[src/rtl/adsr_envelope.sv]
// Monophonic ADSR envelope generator with last-note priority.
// Consumes single-cycle note_on/note_off pulses and advances the envelope
// on a free-running prescaled tick. Every output comes from a flop.
module adsr_envelope #(
  parameter int ENV_W    = 16,
  parameter int TICK_DIV = 1024
) (
  input  logic             clk,
  input  logic             rst_n,
  input  logic             note_on,
  input  logic             note_off,
  input  logic [6:0]       note_in,
  input  logic [ENV_W-1:0] attack_rate,
  input  logic [ENV_W-1:0] decay_rate,
  input  logic [ENV_W-1:0] sustain_level,
  input  logic [ENV_W-1:0] release_rate,
  output logic [ENV_W-1:0] env_out,
  output logic             gate,
  output logic [6:0]       held_note,
  output logic             env_active,
  output logic [2:0]       state_out
);

  localparam int               CNT_W     = $clog2(TICK_DIV);
  localparam logic [CNT_W-1:0] TICK_LAST = CNT_W'(TICK_DIV - 1);
  localparam logic [ENV_W-1:0] ENV_MAX   = '1;

  typedef enum logic [2:0] {
    IDLE    = 3'd0,
    ATTACK  = 3'd1,
    DECAY   = 3'd2,
    SUSTAIN = 3'd3,
    RELEASE = 3'd4
  } state_t;

  state_t           state, state_nxt;
  logic [CNT_W-1:0] cnt;
  logic             tick;
  logic [ENV_W-1:0] env_nxt;
  logic             gate_nxt;
  logic [6:0]       held_nxt;
  logic [ENV_W:0]   step;

  // Rising step clamped at full scale; MSB flags that the ceiling was hit.
  // A zero rate means "jump straight to the ceiling".
  function automatic logic [ENV_W:0] sat_rise(input logic [ENV_W-1:0] level,
                                               input logic [ENV_W-1:0] rate);
    logic [ENV_W:0] sum;
    sum = {1'b0, level} + {1'b0, rate};
    if (rate == '0 || sum >= {1'b0, ENV_MAX}) return {1'b1, ENV_MAX};
    return {1'b0, sum[ENV_W-1:0]};
  endfunction

  // Falling step clamped at a floor; MSB flags that the floor was reached.
  // The compare is done one bit wider so floor + rate cannot wrap.
  function automatic logic [ENV_W:0] sat_fall(input logic [ENV_W-1:0] level,
                                               input logic [ENV_W-1:0] rate,
                                               input logic [ENV_W-1:0] floor);
    logic [ENV_W:0] limit;
    limit = {1'b0, floor} + {1'b0, rate};
    if (rate == '0 || {1'b0, level} <= limit) return {1'b1, floor};
    return {1'b0, level - rate};
  endfunction

  assign tick      = (cnt == TICK_LAST);
  assign state_out = state;

  // Free-running prescaler; note events never disturb its phase.
  always_ff @(posedge clk or negedge rst_n) begin
    if (!rst_n)    cnt <= '0;
    else if (tick) cnt <= '0;
    else           cnt <= cnt + 1'b1;
  end

  // State and all output registers.
  always_ff @(posedge clk or negedge rst_n) begin
    if (!rst_n) begin
      state      <= IDLE;
      env_out    <= '0;
      gate       <= 1'b0;
      held_note  <= '0;
      env_active <= 1'b0;
    end else begin
      state      <= state_nxt;
      env_out    <= env_nxt;
      gate       <= gate_nxt;
      held_note  <= held_nxt;
      env_active <= (state_nxt != IDLE);
    end
  end

  // Next-state and envelope arithmetic. A note event takes priority over
  // the tick, so a retrigger never also applies a step to the old state.
  always_comb begin
    state_nxt = state;
    env_nxt   = env_out;
    gate_nxt  = gate;
    held_nxt  = held_note;
    step      = '0;
    if (note_on) begin
      // Legato retrigger: level is kept, attack resumes from it.
      held_nxt  = note_in;
      gate_nxt  = 1'b1;
      state_nxt = ATTACK;
    end else if (note_off && gate && (note_in == held_note) &&
                 (state == ATTACK || state == DECAY || state == SUSTAIN)) begin
      gate_nxt  = 1'b0;
      state_nxt = RELEASE;
    end else begin
      case (state)
        ATTACK: if (tick) begin
          step    = sat_rise(env_out, attack_rate);
          env_nxt = step[ENV_W-1:0];
          if (step[ENV_W]) state_nxt = DECAY;
        end
        DECAY: if (tick) begin
          step    = sat_fall(env_out, decay_rate, sustain_level);
          env_nxt = step[ENV_W-1:0];
          if (step[ENV_W]) state_nxt = SUSTAIN;
        end
        // Sustain tracks live level edits every cycle, not just on tick.
        SUSTAIN: env_nxt = sustain_level;
        RELEASE: if (tick) begin
          step    = sat_fall(env_out, release_rate, '0);
          env_nxt = step[ENV_W-1:0];
          if (step[ENV_W]) state_nxt = IDLE;
        end
        default: begin
          env_nxt   = '0;
          state_nxt = IDLE;
        end
      endcase
    end
  end

endmodule

[config.mk]
export PLATFORM = sky130hd
export DESIGN_NAME = adsr_envelope
export DESIGN_NICKNAME = d
export VERILOG_FILES = /design/src/rtl/adsr_envelope.sv
export SDC_FILE = /design/constraint.sdc
export NUM_CORES = 1
export LEC_CHECK = 0
export ABC_CLOCK_PERIOD_IN_PS = 5200
export CORE_MARGIN = 2
export CORE_UTILIZATION = 30
export CTS_BUF_LIST = sky130_fd_sc_hd__clkbuf_8
export CTS_CLUSTER_SIZE = 12
export DETAILED_ROUTE_END_ITERATION = 16
export GPL_ROUTABILITY_DRIVEN = 0
export SETUP_SLACK_MARGIN = 0.15
export SYNTH_ARGS = -nofsm -noshare
export SYNTH_HDL_FRONTEND = slang
export SYNTH_SLANG_ARGS = --single-unit
[constraint.sdc]
create_clock -name clk -period 5.2 [get_ports clk]
set_clock_uncertainty 0.05 [all_clocks]
set_input_delay 1.04 -clock clk [delete_from_list [all_inputs] [get_ports clk]]
set_output_delay 1.04 -clock clk [all_outputs]
set_load 0.05 [all_outputs]
After elaboration in Yosys (flattened, before gate mapping). Index checks and enable logic that the tools add are counted.

Input port bits: 75. Register bits: 38. Word-level logic and storage cells: 88. Output and inout port bits: 28.

Mux-type cells: 49. Reduce and logical (&&, ||, !) cells: 14. Magnitude comparators: 3. Bitwise operators: 2. Add/sub/neg operators: 5. Equality and inequality tests: 9.

Operators with widths (number): 17-bit 2-to-1 mux (18); 16-bit case mux with 4 select lines (1); 16-bit zero test (3); 16-bit 2-to-1 mux (3); 16-bit by 16-bit adder with 17-bit output (2); 16-bit subtractor (2); 3-bit 2-to-1 mux (8); 17-bit by 16-bit greater-or-equal comparator with 1-bit output, second input constant (1); 16-bit by 17-bit <= comparator with 1-bit output (1); 1-bit 2-to-1 mux (17); 16-bit <= comparator (1); 3-bit case mux with 4 select lines (1); 10-bit by 1-bit adder with 10-bit output, second input constant (1); 10-bit == test, second input constant (1); 10-bit 2-to-1 mux (1); 7-bit == test (1); 3-bit by 2-bit == test with 1-bit output, second input constant (2); 2-bit != test, second input constant (3); 1-bit logical OR (5); 5-bit AND reduction (1); 3-bit by 1-bit == test with 1-bit output, second input constant (1); 3-bit == test, second input constant (1); 1-bit logical AND (3); 3-bit nonzero test (1); other kinds (2) (3).

Longest topological paths before layout. Gate-level depths: netlist of the first run.

Depth in word-level cells: 19. Depth in mapped cells: 21.

Worst setup path before layout of the first run. Ideal clock, no wire load.

Path kind: input port to flip-flop. Start: in decay_rate[1]. End: reg env_out[5]. Cell stages on the path: 20. Library setup time: 0.141 ns. Arrival: 5.127 ns. Path slack: -0.117 ns. Path through: ha_1 -> a21o_1 -> a21oi_1 -> o21bai_1 -> a21oi_1 -> o21bai_1 -> a41o_1 -> o41ai_1 -> mux2i_1 -> a2111oi_0 -> ha_1 -> nand4_1 -> nor4bb_1 -> a21oi_1 -> o21ai_0 -> o211ai_1 -> nor2_1 -> mux2_2 -> a22oi_1 -> o221ai_1.

Word-level cells in the longest chain between the ends: 15. Elaborated cells on any way between the ends: 17. Classes of those cells: add/sub (2); order compare (1); mux (12); reduce/logical (2).

Ends and longest elaborated chain: from (decl) (RTL line 14) `input logic [ENV_W-1:0] decay_rate,`; 16-bit by 16-bit adder with 17-bit output (RTL line 60) `limit = {1'b0, floor} + {1'b0, rate};`; 16-bit by 17-bit <= comparator with 1-bit output (RTL line 61) `if (rate == '0 || {1'b0, level} <= limit) return {1'b1, floor};`; 1-bit logical OR (RTL line 61); 1-bit 2-to-1 mux (RTL line 61); 1-bit 2-to-1 mux (RTL line 116) `DECAY: if (tick) begin`; 1-bit 2-to-1 mux (RTL line 110) `case (state)`; 1-bit 2-to-1 mux (RTL line 105) `end else if (note_off && gate && (note_in == held_note) &&`; 1-bit 2-to-1 mux (RTL line 100) `if (note_on) begin`; 17-bit 2-to-1 mux (*) (RTL line 62) `return {1'b0, level - rate};`; 17-bit 2-to-1 mux (*) (RTL line 116); 17-bit 2-to-1 mux (*) (RTL line 110); 17-bit 2-to-1 mux (*) (RTL line 105); 17-bit 2-to-1 mux (*) (RTL line 100); 16-bit 2-to-1 mux (*) (RTL line 116); 16-bit case mux with 4 select lines (*) (RTL line 110); to (signal assigned) (RTL line 85) `env_out <= env_nxt;`; to (decl) (RTL line 17) `output logic [ENV_W-1:0] env_out,`.

Mark *: on every way between the ends. The rest lies on a longest branch, timed or not. The select of a mux whose other input is x is not followed. A chain may end at the register's enable or synchronous reset.

Worst setup path after layout of the first run.
Start: in decay_rate[3]. End: reg env_out[5].

Same word-level chain as after synthesis.

==> metrics.md, run 1 <==
| Metric | Value |
|---|---|
| Via count | `6260` |
| Crit path top cell by count | `buf_4` |
| Worst-Margin Slew | `1.233 ns` |
| Arrival time worst endpoint | `between 5 and 6 ns` |
| Hold Crit Class | `flop to flop` |
| Drt first pass iters | `5` |
| Clock share of power | `15.1%` |
| Sw Share | `between 40% and 50%` |
| Startpoint types | `input pin` |
| Post-place setup slack | `-0.7499 ns` |
| Via/cell ratio | `5.496` |
| Synth Flop Type | `dfrtp_1` |
| I/O pin count | `103` |
| Die X | `~140 um` |
| CP Buf/Inv Count | `11` |
| Asr flop ratio synth | `100.0%` |
| Unrepaired setup endpoints after global routing | `yes` |
| Worst-path clk slew | `about 0.08 ns` |
| Hold path depth | `1` |
| Reg-to-Reg Start | `env_out[1]` |
| Sequential area share after synthesis | `16.50%` |
| TritonCTS Sinks | `38` |
| Cell area after synthesis | `5764 sq um` |
| Global-route wire length before repair | `~32 mm` |
| Register share of total power | `between 20 and 25%` |
| WS Path Type | `input pin to flop` |
| Total track usage | `around 20%` |
| Final Critical Period | `5.091 ns` |
| Clock root buffer | `clkbuf_8` |
| Final Max Slew Viols | `0` |
| Max Cap Viol | `0` |
| Power per cell area | `210.3 nW/um^2` |
| Setup TNS Final | `0 ns` |
| Mean Syn Cell Area | `7.951 sq um` |
| Layout cells sized above 1 | `between 10% and 20%` |
| Die ar. | `20340 sq um` |
| Worst setup EP type | `flop` |
| Worst path slowest cell | `nor4bb_2` |
| Cts bufs inserted | `5` |
| Final Hold Fails | `0` |
| Outcome | `completed` |
| Slew HR | `17.34%` |
| Fillers | `approximately 1900` |
| Initial antenna violation count | `0` |
| Yosys cell types | `71` |
| Delay-heaviest family, CP | `buffers and inverters` |
| Gate power share | `62.5%` |
| Number of synthesis warnings | `0` |
| P_int | `0.9395 mW` |
| R2r setup slk | `1.16 ns` |
| CTS Buffer Depth | `2` |
| Buffers on Ports | `102` |
| FP Rows | `50` |
| Antenna-violating nets left | `0` |
| CTS tree | `yes` |
| Detail Placement HPWL | `16.24 mm` |
| Yosys reg bits | `38` |
| Final WS setup | `0.1095 ns` |
| Largest net degree at the start of global routing | `39` |
| Post-synth EDFFs | `0` |
| Hold path start | `cnt[4]` |
| Worst skew pair latency | `0.30 ns` |
| Most common cell after layout, fill and taps aside | `clkdlybuf4s50_1` |
| Initial Util | `30.71%` |
| Leak pwr | `3.685 nW` |
| P_sw | `0.7597 mW` |
| Gr ovfl total | `0` |
| R2r worst-path depth | `11` |
| # DRC | `0` |
| CP Max Fanout | `5` |
| Cells after synthesis | `725` |
| Die Y | `142.6 um` |
| Drt total wl | `20.70 mm` |
| Most frequent cells in the layout | `clkdlybuf4s50_1 (83), buf_4 (79), ha_1 (73)` |
| Max IR drop VDD | `0.1353 mV` |
| Hold Crit Endpoint | `cnt[4]` |
| Net count, final | `around 1100` |
| Ant. Diodes | `0` |
| Final Cycle Share | `97.89%` |
| Critical path required time | `5.32 ns` |
| Post-placement cell area | `about 7400 sq um` |
| Post-synth net total | `884` |
| H-tree depth | `2` |
| Crit path largest cell delay | `between 0.3 and 0.4 ns` |
| Drt wl/cell | `18.17 um` |
| Vias in the first global route | `6025` |
| RR Endpoint | `env_active` |
| Final setup vio count | `0` |
| Area growth syn-to-layout | `40.20%` |
| Design area | `8082 sq um` |
| DRT iter0 DRCs | `513` |
| CORE AREA | `18770 sq um` |
| Fmax | `slightly below 200 MHz` |
-- logic make-up (layout without fill, tap and decap cells) --
logic type                 count (synthesis)  after routing  synth area share, %
DFF                                       38             38                16.50
and+or+nand+nor                          235            235                20.95
xor gates and xnor gates                  59             59                9.290
muxes                                     16             16                2.996
AOI/OAI and AO/OA                        227            227                26.63
adders and majority gates                 84             84                18.75
buffers and inverters                     66            246                4.884
-- area by class of cell --
type                       instances  area [sq um]  share of cell area, %
timing repair buffer             185          1655                  20.48
inverter                          53         198.9                  2.462
tap                              234         292.8                  3.623
clock inverter                     3         40.04                 0.4954
multi-input combinational        621          4875                  60.32
clock buffer                       5         68.82                 0.8515
sequential                        38         950.9                  11.77
-- power groups by stage --
| stage | Sequential (mW) | Clock [mW] | Combinational, mW |
|---|---|---|---|
| 4_1_cts | 0.380 | 0.261 | 1.01 |
| 3_3_place_gp | 0.386 | 0 | 0.956 |
| 6_report | 0.382 | 0.256 | 1.06 |
| 3_5_place_dp | 0.386 | 0 | 0.956 |
| 2_1_floorplan | 0.430 | 0 | 0.558 |
| 5_1_grt | 0.383 | 0.274 | 1.15 |
-- worst max path at each step --
stage                                start          to  slack (ns)  depth (start not counted)
final                        decay_rate[3]  env_out[5]        0.11                         25
after global routing      sustain_level[1]  env_out[7]       -0.05                         22
after global placement       decay_rate[0]  env_out[5]       -0.57                         21
after detailed placement     decay_rate[1]  env_out[5]       -0.75                         22
after CTS                    decay_rate[2]  env_out[5]        0.17                         21
after floorplan              decay_rate[1]  env_out[1]        0.15                         21
-- stage by stage --
step                utilization [%]  cells  power [mW]  hold slack [ns]
floorplan                         -    725      0.9886           0.3929
global route                  43.06   1139       1.808           0.4555
finish                        43.06   1139       1.699           0.4416
CTS                           41.79   1135       1.650           0.4429
global placement              39.65   1104       1.343           0.4268
detailed placement            39.65   1104       1.342           0.4286
-- per-layer routing --
layer	up-vias	global-route usage (%)	wire length, um
li1	3074	-	-
met1	2908	26.21	9290
met2	246	32.62	9341
met3	32	3.421	1371
met4	0	6.670	691
met5	-	0	0
-- flip-flops by register name, indices dropped and copies added, names as in the netlist --
| name | flops |
|---|---|
| env_out | 16 |
| gate | 1 |
| env_active | 1 |
| state_out | 3 |
| held_note | 7 |
| cnt | 10 |
-- synthesized netlist by cell type, types with 10 or more instances --
cell type  count  area [sq um]
a21o_1        13         97.59
o21a_1        10         75.07
nor4_1        19         118.9
nor2b_1       11         68.82
inv_1         53         198.9
nor3_1        13         65.06
ha_1          80          1001
mux2_2        10         112.6
nand3_1       19         95.09
o21ai_0       49         245.2
dfrtp_1       38         950.9
a21oi_1       57         285.3
nand2b_1      17         106.4
nor2_1        57         214.0
xor2_1        22         192.7
xnor2_1       36         315.3
nand2_1       50         187.7
-- repair_timing --
item                                    CTS  global route
pin swaps                                35            26
setup buffers                            22             4
cloned                                    1             0
endpoints found under the setup margin   18            18
hold buffers                              0             0
gates resized for setup                  64            54
Note: power is estimated with default switching activity, not from simulation.
==> run 2, diff against run 1 <==
--- a/config.mk
+++ b/config.mk
@@ -5,7 +5,8 @@
 export SDC_FILE = /design/constraint.sdc
 export NUM_CORES = 1
 export LEC_CHECK = 0
-export ABC_CLOCK_PERIOD_IN_PS = 5200
+export ABC_CLOCK_PERIOD_IN_PS = 4960
+export CORE_ASPECT_RATIO = 0.8
 export CORE_MARGIN = 2
 export CORE_UTILIZATION = 30
 export CTS_BUF_LIST = sky130_fd_sc_hd__clkbuf_8
==> constraint.sdc (replaced) <==
create_clock -name clk -period 4.96 [get_ports clk]
set_clock_uncertainty 0.05 [all_clocks]
set_input_delay 0.992 -clock clk [delete_from_list [all_inputs] [get_ports clk]]
set_output_delay 0.992 -clock clk [all_outputs]
set_load 0.05 [all_outputs]
==> metrics.md, run 2 (synthesis gave the netlist of run 1 again) <==
| Metric | Value |
|---|---|
| DRT iter0 DRCs | `498` |
| Hold slack | `about 0.44 ns` |
| Gr ovfl total | `0` |
| Critical path required time | `5.10 ns` |
| Detail Placement HPWL | `16.83 mm` |
| Worst-Margin Slew | `1.283 ns` |
| Buffers on Ports | `102` |
| Fmax | `between 200 and 250 MHz` |
| Largest net degree at the start of global routing | `39` |
| Met1 Use GR | `30.67%` |
| TritonCTS Sinks | `38` |
| Non-filler cells, final | `1171` |
| Final setup vio count | `0` |
| Most Crowded Layer GR | `met2` |
| Vias in the first global route | `6059` |
| Max Cap Viol | `0` |
| Leak pwr | `3.751 nW` |
| Die ar. | `20350 sq um` |
| # DRC | `0` |
| Clock root buffer | `clkbuf_8` |
| Hold Crit Endpoint | `cnt[0]` |
| Finished Core Util | `43.37%` |
| Worst skew pair latency | `0.30 ns` |
| Die X | `159.0 um` |
| DP Cell Count | `between 1000 and 1500` |
| Largest regs | `env_out x16, cnt x10, held_note x7` |
| Final Max Slew Viols | `0` |
| Reg-to-Reg Start | `env_out[6]` |
| P_int | `~1.0 mW` |
| Final Critical Period | `4.860 ns` |
| Total track usage | `20.32%` |
| Area growth syn-to-layout | `42.33%` |
| Sw Share | `43.58%` |
| CORE AREA | `approximately 19000 sq um` |
| Via count | `between 6000 and 7000` |
| CTS Buffer Depth | `2` |
| Slew HR | `14.03%` |
| Most common cell after layout, fill and taps aside | `buf_4` |
| R2r worst-path depth | `10` |
| CP Max Fanout | `6` |
| Max IR drop VDD | `0.1210 mV` |
| Final Cycle Share | `97.99%` |
| Final WS setup | `0.09972 ns` |
| Cts bufs inserted | `5` |
| Post-place setup slack | `-0.8741 ns` |
| Clock share of power | `17.9%` |
| P_sw | `0.8004 mW` |
| Gate power share | `60.6%` |
| Ant. Diodes | `0` |
| M3 GR Usage | `2.329%` |
| WS Path Type | `input pin to flop` |
| Final Hold Fails | `0` |
| Die Y | `128.0 um` |
| Worst-path clk slew | `around 0.090 ns` |
| H-tree depth | `2` |
| Via/cell ratio | `about 5.4` |
| Outcome | `completed` |
| Worst setup EP type | `flop` |
| Max FFs per register | `16` |
| CTS tree | `yes` |
| Hold path depth | `1` |
| Most frequent cells in the layout | `buf_4 (86), clkdlybuf4s50_1 (83), ha_1 (70)` |
| Drt first pass iters | `5` |
| Register share of total power | `between 20% and 30%` |
| R2r setup slk | `1.14 ns` |
| Power per cell area | `around 220 nW/um^2` |
| Arrival time worst endpoint | `5.00 ns` |
| Fillers | `1895` |
| Hold Crit Class | `flop to flop` |
| Antenna-violating nets left | `0` |
| Initial antenna violation count | `0` |
| RR Endpoint | `env_out[1]` |
| Drt total wl | `21.19 mm` |
| I/O pin count | `103` |
| Hold path start | `cnt[0]` |
| Total power | `1.837 mW` |
| Met2 Use GR | `31.70%` |
| Global-route wire length before repair | `between 30 and 40 mm` |
| Initial Util | `30.47%` |
| Largest Register | `env_out` |
| Drt wl/cell | `18.10 um` |
| Unrepaired setup endpoints after global routing | `yes` |
| FP Rows | `45` |
| Net count, final | `1071` |
| Layout cells sized above 1 | `19.82%` |
| Startpoint types | `input pin` |
run 2: worst max-delay path by stage:
stage / from / endpoint / slack (ns)
floorplan: decay_rate[0] / env_out[1] / 0.15
global placement: sustain_level[0] / env_out[5] / -0.77
detailed placement: decay_rate[1] / env_out[8] / -0.87
CTS: sustain_level[1] / env_out[8] / -0.06
global route: sustain_level[1] / env_out[1] / -0.19
finish: sustain_level[1] / env_out[1] / 0.1
run 2: critical path: stages:
cell and delay [ns]:
buf_8 0.10, ha_4 0.22, a21o_1 0.18, a21oi_4 0.13, o21bai_1 0.09, a21oi_2 0.17, o21bai_1 0.10, a41o_1 0.25
o41ai_4 0.27, mux2i_1 0.27, a2111oi_2 0.06, ha_1 0.31, nand4_1 0.14, nor4bb_2 0.35, a21oi_1 0.10, o21ai_1 0.08
o211ai_1 0.16, buf_4 0.21, buf_6 0.12, o21ai_2 0.10, o31ai_1 0.09, a22o_1 0.22, a221o_1 0.29
run 2: repair_timing:
item / in CTS / in global routing
endpoints found under the setup margin: 18 / 18
hold buffers: 0 / 0
pin swaps: 41 / 28
resized for setup: 84 / 24
setup buffers: 11 / 5
run 2: power by group through the flow:
| stage | Clock (mW) | Sequential, mW | Combinational [mW] |
|---|---|---|---|
| after floorplan | 0 | 0.451 | 0.590 |
| after global placement | 0 | 0.400 | 1.03 |
| after detailed placement | 0 | 0.399 | 1.03 |
| after CTS | 0.334 | 0.393 | 1.07 |
| after global routing | 0.347 | 0.395 | 1.21 |
| final | 0.330 | 0.395 | 1.11 |
run 2: layout make-up:
type	instances	area [sq um]	share of cell area [%]
clock inverter	3	68.82	0.8388
timing repair buffer	193	1720	20.97
sequential	38	950.9	11.59
tap	258	322.8	3.935
multi-input combinational	621	4873	59.40
inverter	53	198.9	2.425
clock buffer	5	68.82	0.8388
run 2: layer usage:
layer | up-vias | share of wire (%)
met3 | 27 | 7.3
met5 | - | 0
li1 | 3093 | -
met2 | 257 | 42
met1 | 2987 | 50
met4 | 0 | 1.3
run 2: stage by stage:
step	TNS (ns)	area (sq um)
3_5_place_dp	-12.87	7646
3_3_place_gp	-11.37	7646
2_1_floorplan	0	5826
4_1_cts	-0.1960	8063
6_report	0	8204
5_1_grt	-1.850	8204
